===== src/rtl/iir_pkg.sv =====
// rtl/iir_pkg.sv - shared types, widths and arithmetic helpers for the multi-channel IIR filter
package iir_pkg;

  // Control FSM: wait for a sample, run the MAC sweep, publish the result
  typedef enum logic [1:0] {
    ST_IDLE = 2'd0,
    ST_MAC  = 2'd1,
    ST_OUT  = 2'd2
  } iir_state_e;

  // Coefficient address map: b taps start at B_BASE, a taps follow directly after them
  localparam int B_BASE = 0;

  function automatic int a_base(input int ntaps_b);
    return B_BASE + ntaps_b;
  endfunction

  // Index width that never collapses to zero bits
  function automatic int idx_w(input int n);
    return (n > 1) ? $clog2(n) : 1;
  endfunction

  function automatic int max_i(input int a, input int b);
    return (a > b) ? a : b;
  endfunction

  // Wide enough that T full-scale products can be summed without wrap
  function automatic int acc_w(input int nb_in, input int nb_out, input int nb_coef, input int t);
    return max_i(nb_in, nb_out) + nb_coef + $clog2(t) + 1;
  endfunction

  // Half-up rounding (add half an LSB, arithmetic shift) then clamp to nb_out signed bits
  function automatic logic signed [63:0] round_sat(input logic signed [63:0] acc,
                                                   input int frac, input int nb_out);
    logic signed [63:0] r;
    logic signed [63:0] hi;
    logic signed [63:0] lo;
    r  = (acc + (64'sd1 <<< (frac - 1))) >>> frac;
    hi = (64'sd1 <<< (nb_out - 1)) - 64'sd1;
    lo = -(64'sd1 <<< (nb_out - 1));
    if (r > hi) return hi;
    if (r < lo) return lo;
    return r;
  endfunction

endpackage


===== src/rtl/iir_mac.sv =====
// rtl/iir_mac.sv - shared multiplier, accumulator and round/saturate output stage
module iir_mac
  import iir_pkg::*;
#(
  parameter int NB_COEF = 8,
  parameter int OPW     = 8,
  parameter int ACC_W   = 20,
  parameter int FRAC    = 6,
  parameter int NB_OUT  = 8
) (
  input  logic                     clk,
  input  logic                     rst,
  input  logic                     clr,
  input  logic                     en,
  input  logic                     sub,
  input  logic signed [NB_COEF-1:0] coef,
  input  logic signed [OPW-1:0]     opnd,
  output logic signed [NB_OUT-1:0]  y_sat
);

  localparam int PW = NB_COEF + OPW;

  logic signed [PW-1:0]    prod;
  logic signed [ACC_W-1:0] prod_ext;
  logic signed [ACC_W-1:0] acc_q;

  assign prod     = PW'(coef) * PW'(opnd);
  assign prod_ext = ACC_W'(prod);

  // Accumulate one product per enabled cycle; feedback terms are subtracted
  always_ff @(posedge clk or posedge rst) begin
    if (rst) begin
      acc_q <= '0;
    end else if (clr) begin
      acc_q <= '0;
    end else if (en) begin
      acc_q <= sub ? (acc_q - prod_ext) : (acc_q + prod_ext);
    end
  end

  assign y_sat = NB_OUT'(round_sat(64'(acc_q), FRAC, NB_OUT));

endmodule


===== src/rtl/iir_mc_filter.sv =====
// rtl/iir_mc_filter.sv - time-multiplexed multi-channel direct-form-I IIR filter
module iir_mc_filter
  import iir_pkg::*;
#(
  parameter int NB_IN   = 8,
  parameter int NB_OUT  = 8,
  parameter int NB_COEF = 8,
  parameter int FRAC    = 6,
  parameter int NTAPS_B = 4,
  parameter int NTAPS_A = 2,
  parameter int NCH     = 2
) (
  input  logic                                   clk,
  input  logic                                   rst,
  input  logic [NB_IN-1:0]                       in_data,
  input  logic [idx_w(NCH)-1:0]                  in_ch,
  input  logic                                   in_valid,
  output logic                                   in_ready,
  output logic [NB_OUT-1:0]                      out_data,
  output logic [idx_w(NCH)-1:0]                  out_ch,
  output logic                                   out_valid,
  input  logic                                   coef_we,
  input  logic [idx_w(NTAPS_B+NTAPS_A)-1:0]      coef_addr,
  input  logic [NB_COEF-1:0]                     coef_wdata,
  output logic                                   coef_err,
  input  logic                                   flush
);

  localparam int T      = NTAPS_B + NTAPS_A;
  localparam int CH_W   = idx_w(NCH);
  localparam int AW     = idx_w(T);
  localparam int OPW    = max_i(NB_IN, NB_OUT);
  localparam int ACC_W  = acc_w(NB_IN, NB_OUT, NB_COEF, T);
  localparam int A_BASE = a_base(NTAPS_B);
  localparam int NXH    = NTAPS_B - 1;

  iir_state_e st_q, st_d;
  logic                     rdy_q;
  logic [AW-1:0]            idx_q;
  logic [CH_W-1:0]          ch_q;
  logic signed [NB_IN-1:0]  x_q;
  logic signed [NB_COEF-1:0] coef_q [T];
  logic signed [NB_IN-1:0]  xh_q [NCH][NXH];
  logic signed [NB_OUT-1:0] yh_q [NCH][NTAPS_A];

  logic                     accept, ch_ok, start, addr_ok, coef_ok;
  logic signed [OPW-1:0]    opnd;
  logic signed [NB_COEF-1:0] csel;
  logic                     sub;
  logic signed [NB_OUT-1:0] y_sat;

  // Out-of-range channels are still accepted, they just never start a MAC sweep
  assign accept  = (st_q == ST_IDLE) && rdy_q && in_valid;
  assign ch_ok   = ({1'b0, in_ch} < (CH_W+1)'(NCH));
  assign start   = accept && ch_ok;
  assign addr_ok = ({1'b0, coef_addr} < (AW+1)'(T));
  assign coef_ok = coef_we && (st_q == ST_IDLE) && addr_ok;

  // State register
  always_ff @(posedge clk or posedge rst) begin
    if (rst) st_q <= ST_IDLE;
    else     st_q <= st_d;
  end

  // Next-state and handshake decode; flush aborts any sweep in progress
  always_comb begin
    st_d     = st_q;
    in_ready = 1'b0;
    case (st_q)
      ST_IDLE: begin
        in_ready = rdy_q;
        if (start) st_d = ST_MAC;
      end
      ST_MAC: begin
        if (flush)                    st_d = ST_IDLE;
        else if (idx_q == AW'(T - 1)) st_d = ST_OUT;
      end
      ST_OUT:  st_d = ST_IDLE;
      default: st_d = ST_IDLE;
    endcase
  end

  // Holds in_ready low for the first cycle after reset is released
  always_ff @(posedge clk or posedge rst) begin
    if (rst) rdy_q <= 1'b0;
    else     rdy_q <= 1'b1;
  end

  // Capture the accepted sample/channel and step the tap index through the sweep
  always_ff @(posedge clk or posedge rst) begin
    if (rst) begin
      x_q   <= '0;
      ch_q  <= '0;
      idx_q <= '0;
    end else if (start) begin
      x_q   <= in_data;
      ch_q  <= in_ch;
      idx_q <= '0;
    end else if (st_q == ST_MAC) begin
      idx_q <= idx_q + AW'(1);
    end
  end

  // Select the coefficient and operand for the current tap: b taps first, then a taps
  always_comb begin
    opnd = OPW'(x_q);
    csel = coef_q[0];
    sub  = 1'b0;
    for (int k = 0; k < T; k++) begin
      if (idx_q == AW'(k)) csel = coef_q[k];
    end
    for (int k = 1; k < NTAPS_B; k++) begin
      if (idx_q == AW'(k)) opnd = OPW'(xh_q[ch_q][k-1]);
    end
    for (int k = 0; k < NTAPS_A; k++) begin
      if (idx_q == AW'(A_BASE + k)) begin
        opnd = OPW'(yh_q[ch_q][k]);
        sub  = 1'b1;
      end
    end
  end

  iir_mac #(
    .NB_COEF (NB_COEF),
    .OPW     (OPW),
    .ACC_W   (ACC_W),
    .FRAC    (FRAC),
    .NB_OUT  (NB_OUT)
  ) u_mac (
    .clk   (clk),
    .rst   (rst),
    .clr   (start),
    .en    ((st_q == ST_MAC) && !flush),
    .sub   (sub),
    .coef  (csel),
    .opnd  (opnd),
    .y_sat (y_sat)
  );

  // Coefficient bank: resets to passthrough, writable only while idle; flush leaves it alone
  always_ff @(posedge clk or posedge rst) begin
    if (rst) begin
      for (int k = 0; k < T; k++) coef_q[k] <= '0;
      coef_q[B_BASE] <= NB_COEF'(2 ** FRAC);
    end else if (coef_ok) begin
      for (int k = 0; k < T; k++) begin
        if (coef_addr == AW'(k)) coef_q[k] <= coef_wdata;
      end
    end
  end

  // Per-channel delay lines: shift the finished channel on OUT, clear everything on flush
  always_ff @(posedge clk or posedge rst) begin
    if (rst) begin
      for (int c = 0; c < NCH; c++) begin
        for (int k = 0; k < NXH; k++)     xh_q[c][k] <= '0;
        for (int k = 0; k < NTAPS_A; k++) yh_q[c][k] <= '0;
      end
    end else if (flush) begin
      for (int c = 0; c < NCH; c++) begin
        for (int k = 0; k < NXH; k++)     xh_q[c][k] <= '0;
        for (int k = 0; k < NTAPS_A; k++) yh_q[c][k] <= '0;
      end
    end else if (st_q == ST_OUT) begin
      for (int c = 0; c < NCH; c++) begin
        if (ch_q == CH_W'(c)) begin
          xh_q[c][0] <= x_q;
          for (int k = 1; k < NXH; k++)     xh_q[c][k] <= xh_q[c][k-1];
          yh_q[c][0] <= y_sat;
          for (int k = 1; k < NTAPS_A; k++) yh_q[c][k] <= yh_q[c][k-1];
        end
      end
    end
  end

  // Registered result and error pulses; out_data/out_ch hold between results
  always_ff @(posedge clk or posedge rst) begin
    if (rst) begin
      out_valid <= 1'b0;
      out_data  <= '0;
      out_ch    <= '0;
      coef_err  <= 1'b0;
    end else begin
      out_valid <= (st_q == ST_OUT) && !flush;
      coef_err  <= coef_we && !coef_ok;
      if ((st_q == ST_OUT) && !flush) begin
        out_data <= y_sat;
        out_ch   <= ch_q;
      end
    end
  end

endmodule

===== config.mk =====
export PLATFORM = sky130hd
export DESIGN_NAME = iir_mc_filter
export DESIGN_NICKNAME = d
export VERILOG_FILES = /design/src/rtl/iir_pkg.sv /design/src/rtl/iir_mac.sv /design/src/rtl/iir_mc_filter.sv
export SDC_FILE = /design/constraint.sdc
export NUM_CORES = 1
export LEC_CHECK = 0
export CORE_AREA = 4 4 145 147
export DETAILED_ROUTE_END_ITERATION = 12
export DIE_AREA = 0 0 149 151
export DONT_BUFFER_PORTS = 1
export PLACE_DENSITY = 0.75
export SLEW_MARGIN = 30
export SYNTH_ARGS = -nofsm -noshare
export SYNTH_HDL_FRONTEND = slang
export SYNTH_SLANG_ARGS = --single-unit

===== constraint.sdc =====
create_clock -name clk -period 9.1 [get_ports clk]
set_input_delay 0.455 -clock clk [delete_from_list [all_inputs] [get_ports clk]]
set_output_delay 0.455 -clock clk [all_outputs]
set_load 0.05 [all_outputs]

* Yosys cells after proc, flatten, opt, wreduce, memory -nomap -nowiden
Index checks and enable logic that the tools add are counted.
Widths: inputs -> output; s select.
** Word-level totals
- Flip-flop bits (word level) :: 174
- Bits in latches :: 0
- Bits in writable memories :: 0
- Memory bits (read-only) :: 0
- Word-level logic and storage cells :: 118
- Memories :: 0
** Operators by class
- $add $sub $neg :: 4
- Multiply operators :: 1
- Div/mod/pow operators :: 0
- $lt $le $gt $ge :: 4
- Equality and inequality tests :: 15
- Shift-type cells :: 0
- Mux-type cells :: 43
- Bitwise logic cells :: 1
- Reductions and logical operators :: 24
** Operator list (count)
- $mux 24 :: 5
- $mux 8 :: 14
- $mux 48 :: 2
- $mux 16 :: 5
- $mux 32 :: 2
- $mux 20 :: 3
- $add 20x7->21 const B :: 1
- $add 20x16->20 :: 1
- $sub 20x16->20 :: 1
- $reduce_and 2->1 :: 9
- $mul 8x8->16 :: 1
- $gt 15x8->1 const B :: 1
- $lt 15x8->1 const B :: 1
- $eq 3x2->1 const B :: 4
- $eq 3x3->1 const B :: 4
- $reduce_bool 2->1 :: 4
- $logic_and 1x1->1 :: 7
- $eq 3x1->1 const B :: 2
- $mux 1 :: 6
- $mux 2 :: 3
- $mux 3 :: 2
- $ne 2x2->1 const B :: 2
- $pmux 2 s2 :: 1
- $add 3x1->3 const B :: 1
- other kinds (9) :: 10

* Logic depth before layout (Yosys ltp)
- Depth after elaboration :: 14
- Depth in mapped cells :: 38
- Gate-level depth less buffers :: 36

* By module
Synthesis repeated with hierarchy kept, for this count alone.
** Second synthesis, totals
- Cells, all modules :: 1145
- Area, all modules :: 12055.3 µm²
** By module, submodules not included
- iir_mc_filter :: instances 1, cells an instance 563, area each 7158.1 µm²
- iir_mac :: instances 1, cells an instance 582, area each 4897.2 µm²

* Worst setup path before layout
Ideal clock, no wire load.
- Path type :: reg2reg
- From :: register ch_q
- To :: register u_mac.acc_q[19]
- Arrival time :: 7.931 ns
- Data required time :: 8.966 ns
- Path slack :: 1.036 ns
- Stages on the path, launching flop included :: 37
- Buffers on the path :: 5
- Period minus slack after synthesis :: 8.064 ns
- Path through :: dfrtp_1 -> clkbuf_1 -> buf_2 -> buf_2 -> buf_4 -> buf_2 -> mux2i_1 -> nand2_1 -> o211ai_1 -> o21ai_0 -> a21oi_1 -> nor2_1 -> ha_1 -> inv_1 -> fa_1 -> inv_1 -> fa_1 -> inv_1 -> fa_1 -> inv_1 -> ha_1 -> a21o_1 -> a311o_1 -> a31o_1 -> a311oi_4 -> nand4bb_4 -> o21a_1 -> xor2_1 -> ha_1 -> a21oi_1 -> nand2_1 -> a21oi_1 -> a21boi_0 -> o21ai_0 -> xnor2_1 -> o211ai_2 -> o31ai_1
** Between the ends
- Cells in the longest elaborated chain, start to end :: 14
** Ends and longest elaborated chain
- start, declared :: RTL line iir_mc_filter.sv:40 : logic [CH_W-1:0] ch_q;
- start signal, assigned :: RTL line iir_mc_filter.sv:97 : ch_q <= in_ch;
- $not 1->2 (implied by the code) (*) :: RTL line iir_mc_filter.sv:113, iir_mc_filter.sv:117
- $mux 24 (implied by the code) (3 in a row) :: RTL line iir_mc_filter.sv:113 : if (idx_q == AW'(k)) opnd = OPW'(xh_q[ch_q][k-1]);
- $mux 8 (3 in a row) :: RTL line iir_mc_filter.sv:113
- $mux 8 :: RTL line iir_mc_filter.sv:116 : if (idx_q == AW'(A_BASE + k)) begin
- $mux 8 (*) :: RTL line iir_mc_filter.sv:116
- $mul 8x8->16 (*) :: RTL line iir_mac.sv:27 : assign prod = PW'(coef) * PW'(opnd);
- $add 20x16->20 / $sub 20x16->20 (equally long branches) :: RTL line iir_mac.sv:37 : acc_q <= sub ? (acc_q - prod_ext) : (acc_q + prod_ext);
- $mux 20 (*) :: RTL line iir_mac.sv:37
- $mux 20 (*) :: RTL line iir_mac.sv:36 : end else if (en) begin
- $mux 20 (*) :: RTL line iir_mac.sv:34 : end else if (clr) begin
- end signal, assigned :: RTL line iir_mac.sv:37
- end, declared :: RTL line iir_mac.sv:25 : logic signed [ACC_W-1:0] acc_q;
Mark *: on every way between the ends. The rest lies on a longest branch, timed or not. The select of a mux whose other input is x is not followed.
A chain may end at the register's enable or synchronous reset.

* Worst setup path in the final report
- From :: register idx_q[1]
- To :: register u_mac.acc_q[19]
** Between the ends
- Cells in the longest elaborated chain, start to end :: 11
** Ends and longest elaborated chain
- start, declared :: RTL line iir_mc_filter.sv:39 : logic [AW-1:0] idx_q;
- start signal, assigned :: RTL line iir_mc_filter.sv:100 : idx_q <= idx_q + AW'(1);
- $eq 3x1->1 :: RTL line iir_mc_filter.sv:110, iir_mc_filter.sv:113
- $mux 8 (on tied branches) (3 in a row) :: RTL line iir_mc_filter.sv:110, iir_mc_filter.sv:113
- $mux 8 (on tied branches) (2 in a row) :: RTL line iir_mc_filter.sv:110, iir_mc_filter.sv:116
- $mul 8x8->16 :: RTL line iir_mac.sv:27
- $add 20x16->20 / $sub 20x16->20 (equally long branches) :: RTL line iir_mac.sv:37
- $mux 20 (*) :: RTL line iir_mac.sv:37
- $mux 20 (*) :: RTL line iir_mac.sv:36
- $mux 20 (*) :: RTL line iir_mac.sv:34
Marked as above.

==> run_results.csv <==
group,metric,value,unit
outcome,run_status,"finished with violations",
outcome,violations,"negative hold slack",
sta,tightest_slew,0.915,ns
logic_synthesis,syn_area,0.0117,mm2
clocking,cts_htree_levels,4,
logic_synthesis,synth_area_per_cell,9.84,um2
global_route,global_route_wire_length_before_repair,44600,um
sta,rsz_0062_raised_after_global_routing,"no",
detailed_routing,drcViolationCount,0,
detailed_routing,via_per_inst,5.95,
global_route,track_usage,24.8,%
floorplanning,die_height,151,um
sta,final_min_period_over_clock_period,94.2,%
setup_path,worst_reg_to_reg_cells,33,
sta,setup_viol,0,
clocking,clk-insertion-delay-late,0.45,ns
sta,timing.fmax,117,MHz
detailed_routing,post_drt_wl_per_cell,18.3,um
layout,utilization,63.8,%
placed_design,io_buf_count,0,
setup_path,max_stage_delay,0.54,ns
floorplanning,floorplan.core_area,0.0199,mm2
clocking,post_cts_hold_buffer_count,0,
logic_synthesis,netlist_cell_types,68,
floorplanning,die_width,149,um
clocking,tritoncts,"done",
sta,timing_max_transition_violations_final,0,
logic_synthesis,synth-async-reset-ratio,100,%
logic_synthesis,synth-seq-cells,174,
placed_design,place.gp.congestion,0.850,
setup_path,startpoint_type,"flip-flop",
detailed_routing,initialDrtViolationCount,718,
floorplanning,dieArea,0.0225,mm2
floorplanning,rows,52,
setup_path,ff2ff_setup_slack,0.52,ns
worst_hold_path,min-delay-path-class,"primary input to async pin",
setup_path,cp.required,9.41,ns
clocking,tritoncts_sinks,174,
floorplanning,initial_utilization,58.7,%
layout,final_design_area_no_fill,0.0127,mm2
global_route,grt_max_degree,104,
clocking,clk_tree_root_cell,"sky130_fd_sc_hd__clkbuf_16",
clocking,post_cts_resize_count,0,
logic_synthesis,syn-num-nets,1323,
setup_path,worst_r2r_start,"idx_q[1]$_DFFE_PP0P_",
detailed_routing,dr.pass1.iters,6,
setup_path,worst_reg2reg_endpoint,"u_mac.acc_q[19]$_DFFE_PP0P_",
sta,slew_headroom,38.9,%
detailed_routing,vias,8699,
sta,final.min_clock_period,8.58,ns
logic_synthesis,yosysWarningCount,0,
sta,clock_skew,0.0226,ns
clocking,cts_buffer_depth,2,
setup_path,cp_data_arrival_time,8.88,ns
logic_synthesis,yosys_most_used_dff,"sky130_fd_sc_hd__dfrtp_1",
clocking,cts_buffers,17,
setup_path,kind_of_end_point_of_the_critical_path,"flip-flop",
detailed_routing,detail-route-antenna-nets,0,
setup_path,critical_path_peak_fanout,15,
logic_synthesis,post_synth_inst_count,1187,
clocking,clock_pin_slew_on_the_worst_setup_and_hold_paths,0.08,ns
layout,nNetsFinal,1315,
global_route,initial_antenna_violation_count,0,
logic_synthesis,synth_sequential_area_ratio,37.3,%
clocking,cts_post_setup_buffers_inserted,0,
setup_path,crit_path_top_delay_cell,"sky130_fd_sc_hd__fa_1",
layout,syn_to_final_growth,8.71,%
floorplanning,ioPinCount,37,
layout,drive_above_1_share,12.7,%
setup_path,timing_worst_setup_path_type,"flip-flop to flip-flop",
sta,final_hold_viol_count,33,
logic_synthesis,synth.largest_area_cell,"sky130_fd_sc_hd__dfrtp_1",
sta,final.hold.worst_slack,-0.0495,ns
placed_design,placement.cell_area,0.0120,mm2
global_route,grt_overflow,0,
logic_synthesis,synth-edff-count,0,
layout,final_antenna_diode_count,0,
logic_synthesis,synth_top_cell_area_share,37.1,%
run,max_cap_violations,0,
detailed_routing,drt-total-wl,26700,um
sta,fin_setup_tns,0,ns
global_route,grt_pass1_vias,8791,
placed_design,detailed_place_hpwl,19300,um
logic_synthesis,synth_area_leaders,"sky130_fd_sc_hd__dfrtp_1 37%, sky130_fd_sc_hd__fa_1 9.8%, sky130_fd_sc_hd__ha_1 5.8%",
[routing by layer]
layer	up-vias	wire, um	GRT usage (%)
met5	-	0	0
met4	0	456	6.27
met3	39	1590	5.30
met2	221	12800	41.2
met1	4337	11900	33.6
li1	4102	-	-
[worst max path at each step]
| stage | slack, ns | to | cells after the start | startpoint |
|---|---|---|---|---|
| finish | 0.52 | u_mac.acc_q[19]$_DFFE_PP0P_ | 33 | idx_q[1]$_DFFE_PP0P_ |
| global route | 0.08 | u_mac.acc_q[19]$_DFFE_PP0P_ | 33 | idx_q[1]$_DFFE_PP0P_ |
| CTS | 0.07 | u_mac.acc_q[19]$_DFFE_PP0P_ | 34 | idx_q[1]$_DFFE_PP0P_ |
| detailed placement | 0.14 | u_mac.acc_q[19]$_DFFE_PP0P_ | 34 | idx_q[1]$_DFFE_PP0P_ |
| global placement | 0.48 | u_mac.acc_q[19]$_DFFE_PP0P_ | 33 | idx_q[0]$_DFFE_PP0P_ |
| floorplan | 1.04 | u_mac.acc_q[19]$_DFFE_PP0P_ | 36 | ch_q$_DFFE_PP0P_ |
[synth_stat cells (3+ instances only)]
cell type and n:
sky130_fd_sc_hd__dfrtp_1 173, sky130_fd_sc_hd__a21o_1 5, sky130_fd_sc_hd__o31ai_1 4, sky130_fd_sc_hd__nand4_1 3
sky130_fd_sc_hd__and2_1 9, sky130_fd_sc_hd__a21boi_0 4, sky130_fd_sc_hd__xor2_1 27, sky130_fd_sc_hd__o211ai_1 8
sky130_fd_sc_hd__or2_2 17, sky130_fd_sc_hd__nand2_1 104, sky130_fd_sc_hd__a211oi_1 30, sky130_fd_sc_hd__o21ai_0 66
sky130_fd_sc_hd__nand3_1 24, sky130_fd_sc_hd__nor3_1 19, sky130_fd_sc_hd__mux2_2 56, sky130_fd_sc_hd__xnor2_1 23
sky130_fd_sc_hd__or3_1 6, sky130_fd_sc_hd__buf_2 5, sky130_fd_sc_hd__nand3b_1 8, sky130_fd_sc_hd__inv_1 108
sky130_fd_sc_hd__mux2i_1 40, sky130_fd_sc_hd__o21a_1 16, sky130_fd_sc_hd__clkbuf_1 39, sky130_fd_sc_hd__nor2b_1 6
sky130_fd_sc_hd__a31oi_1 5, sky130_fd_sc_hd__buf_1 5, sky130_fd_sc_hd__ha_1 54, sky130_fd_sc_hd__and3_1 3
sky130_fd_sc_hd__fa_1 57, sky130_fd_sc_hd__nand2b_1 7, sky130_fd_sc_hd__a21oi_1 50, sky130_fd_sc_hd__a22o_1 65
sky130_fd_sc_hd__nor2_1 101
[cell families after synthesis]
group / Yosys count / synth area share, %
AOI/OAI and AO/OA: 277 / 16.5
xor gates and xnor gates: 51 / 3.94
adders and majority gates: 111 / 15.6
buffers and inverters: 158 / 5.16
DFF: 174 / 37.3
muxes: 96 / 8.83
other: 1 / 0.0321
and+or+nand+nor: 319 / 12.7
[cells in the final DEF (no fill, tap or decap), types with 5 or more instances in the layout]
cell,instances
sky130_fd_sc_hd__or3_1,5
sky130_fd_sc_hd__inv_1,107
sky130_fd_sc_hd__xor2_1,27
sky130_fd_sc_hd__a21o_1,5
sky130_fd_sc_hd__nor3_1,18
sky130_fd_sc_hd__clkinv_8,7
sky130_fd_sc_hd__a22o_1,65
sky130_fd_sc_hd__and2_1,9
sky130_fd_sc_hd__mux2i_1,40
sky130_fd_sc_hd__dfrtp_1,172
sky130_fd_sc_hd__nand3b_1,8
sky130_fd_sc_hd__nand2b_1,6
sky130_fd_sc_hd__xnor2_1,23
sky130_fd_sc_hd__o21a_1,16
sky130_fd_sc_hd__a211oi_1,30
sky130_fd_sc_hd__mux2_2,56
sky130_fd_sc_hd__a21oi_1,46
sky130_fd_sc_hd__clkbuf_16,17
sky130_fd_sc_hd__or2_2,17
sky130_fd_sc_hd__ha_1,53
sky130_fd_sc_hd__buf_4,22
sky130_fd_sc_hd__fa_1,57
sky130_fd_sc_hd__o211ai_1,8
sky130_fd_sc_hd__o21ai_0,66
sky130_fd_sc_hd__nor2b_1,6
sky130_fd_sc_hd__nand3_1,24
sky130_fd_sc_hd__nor2_1,99
sky130_fd_sc_hd__nand2_1,103
[state kept, by name (all words and copies together) (netlist names)]
| name | flops |
|---|---|
| coef_err | 1 |
| out_ch | 1 |
| idx_q | 3 |
| x_q | 8 |
| out_data | 8 |
| ch_q | 1 |
| u_mac.acc_q | 20 |
| st_q | 2 |
| yh_q | 32 |
| out_valid | 1 |
| xh_q | 48 |
| rdy_q | 1 |
| coef_q | 48 |
[critical path, delay by kind of cell (launching register included)]
| kind | cells | cell delay [ns] |
|---|---|---|
| AOI/OAI and AO/OA | 13 | 2.85 |
| xor gates and xnor gates | 2 | 0.31 |
| adders and majority gates | 7 | 3.15 |
| buffers and inverters | 5 | 0.48 |
| DFF | 1 | 0.41 |
| muxes | 1 | 0.13 |
| and+or+nand+nor | 5 | 1.11 |
[area by class of cell]
| class | count | area (um2) |
|---|---|---|
| fillers | 1617 | 7210 |
| multi-input cells | 855 | 6780 |
| repair buffers | 23 | 176 |
| clock inverters | 15 | 206 |
| flip-flops and latches | 174 | 4360 |
| inverters | 108 | 413 |
| clock buffers | 17 | 425 |
| well taps | 270 | 338 |
[metrics by stage]
step | cells | setup WS, ns
3_3_place_gp | 1430 | 0.478
4_1_cts | 1462 | 0.0654
3_5_place_dp | 1430 | 0.136
2_1_floorplan | 1187 | 1.04
5_1_grt | 1462 | 0.0760
6_report | 1462 | 0.523
Power is not shown: default switching activity piles up to over one toggle a cycle in this logic, so the estimate is an artifact.
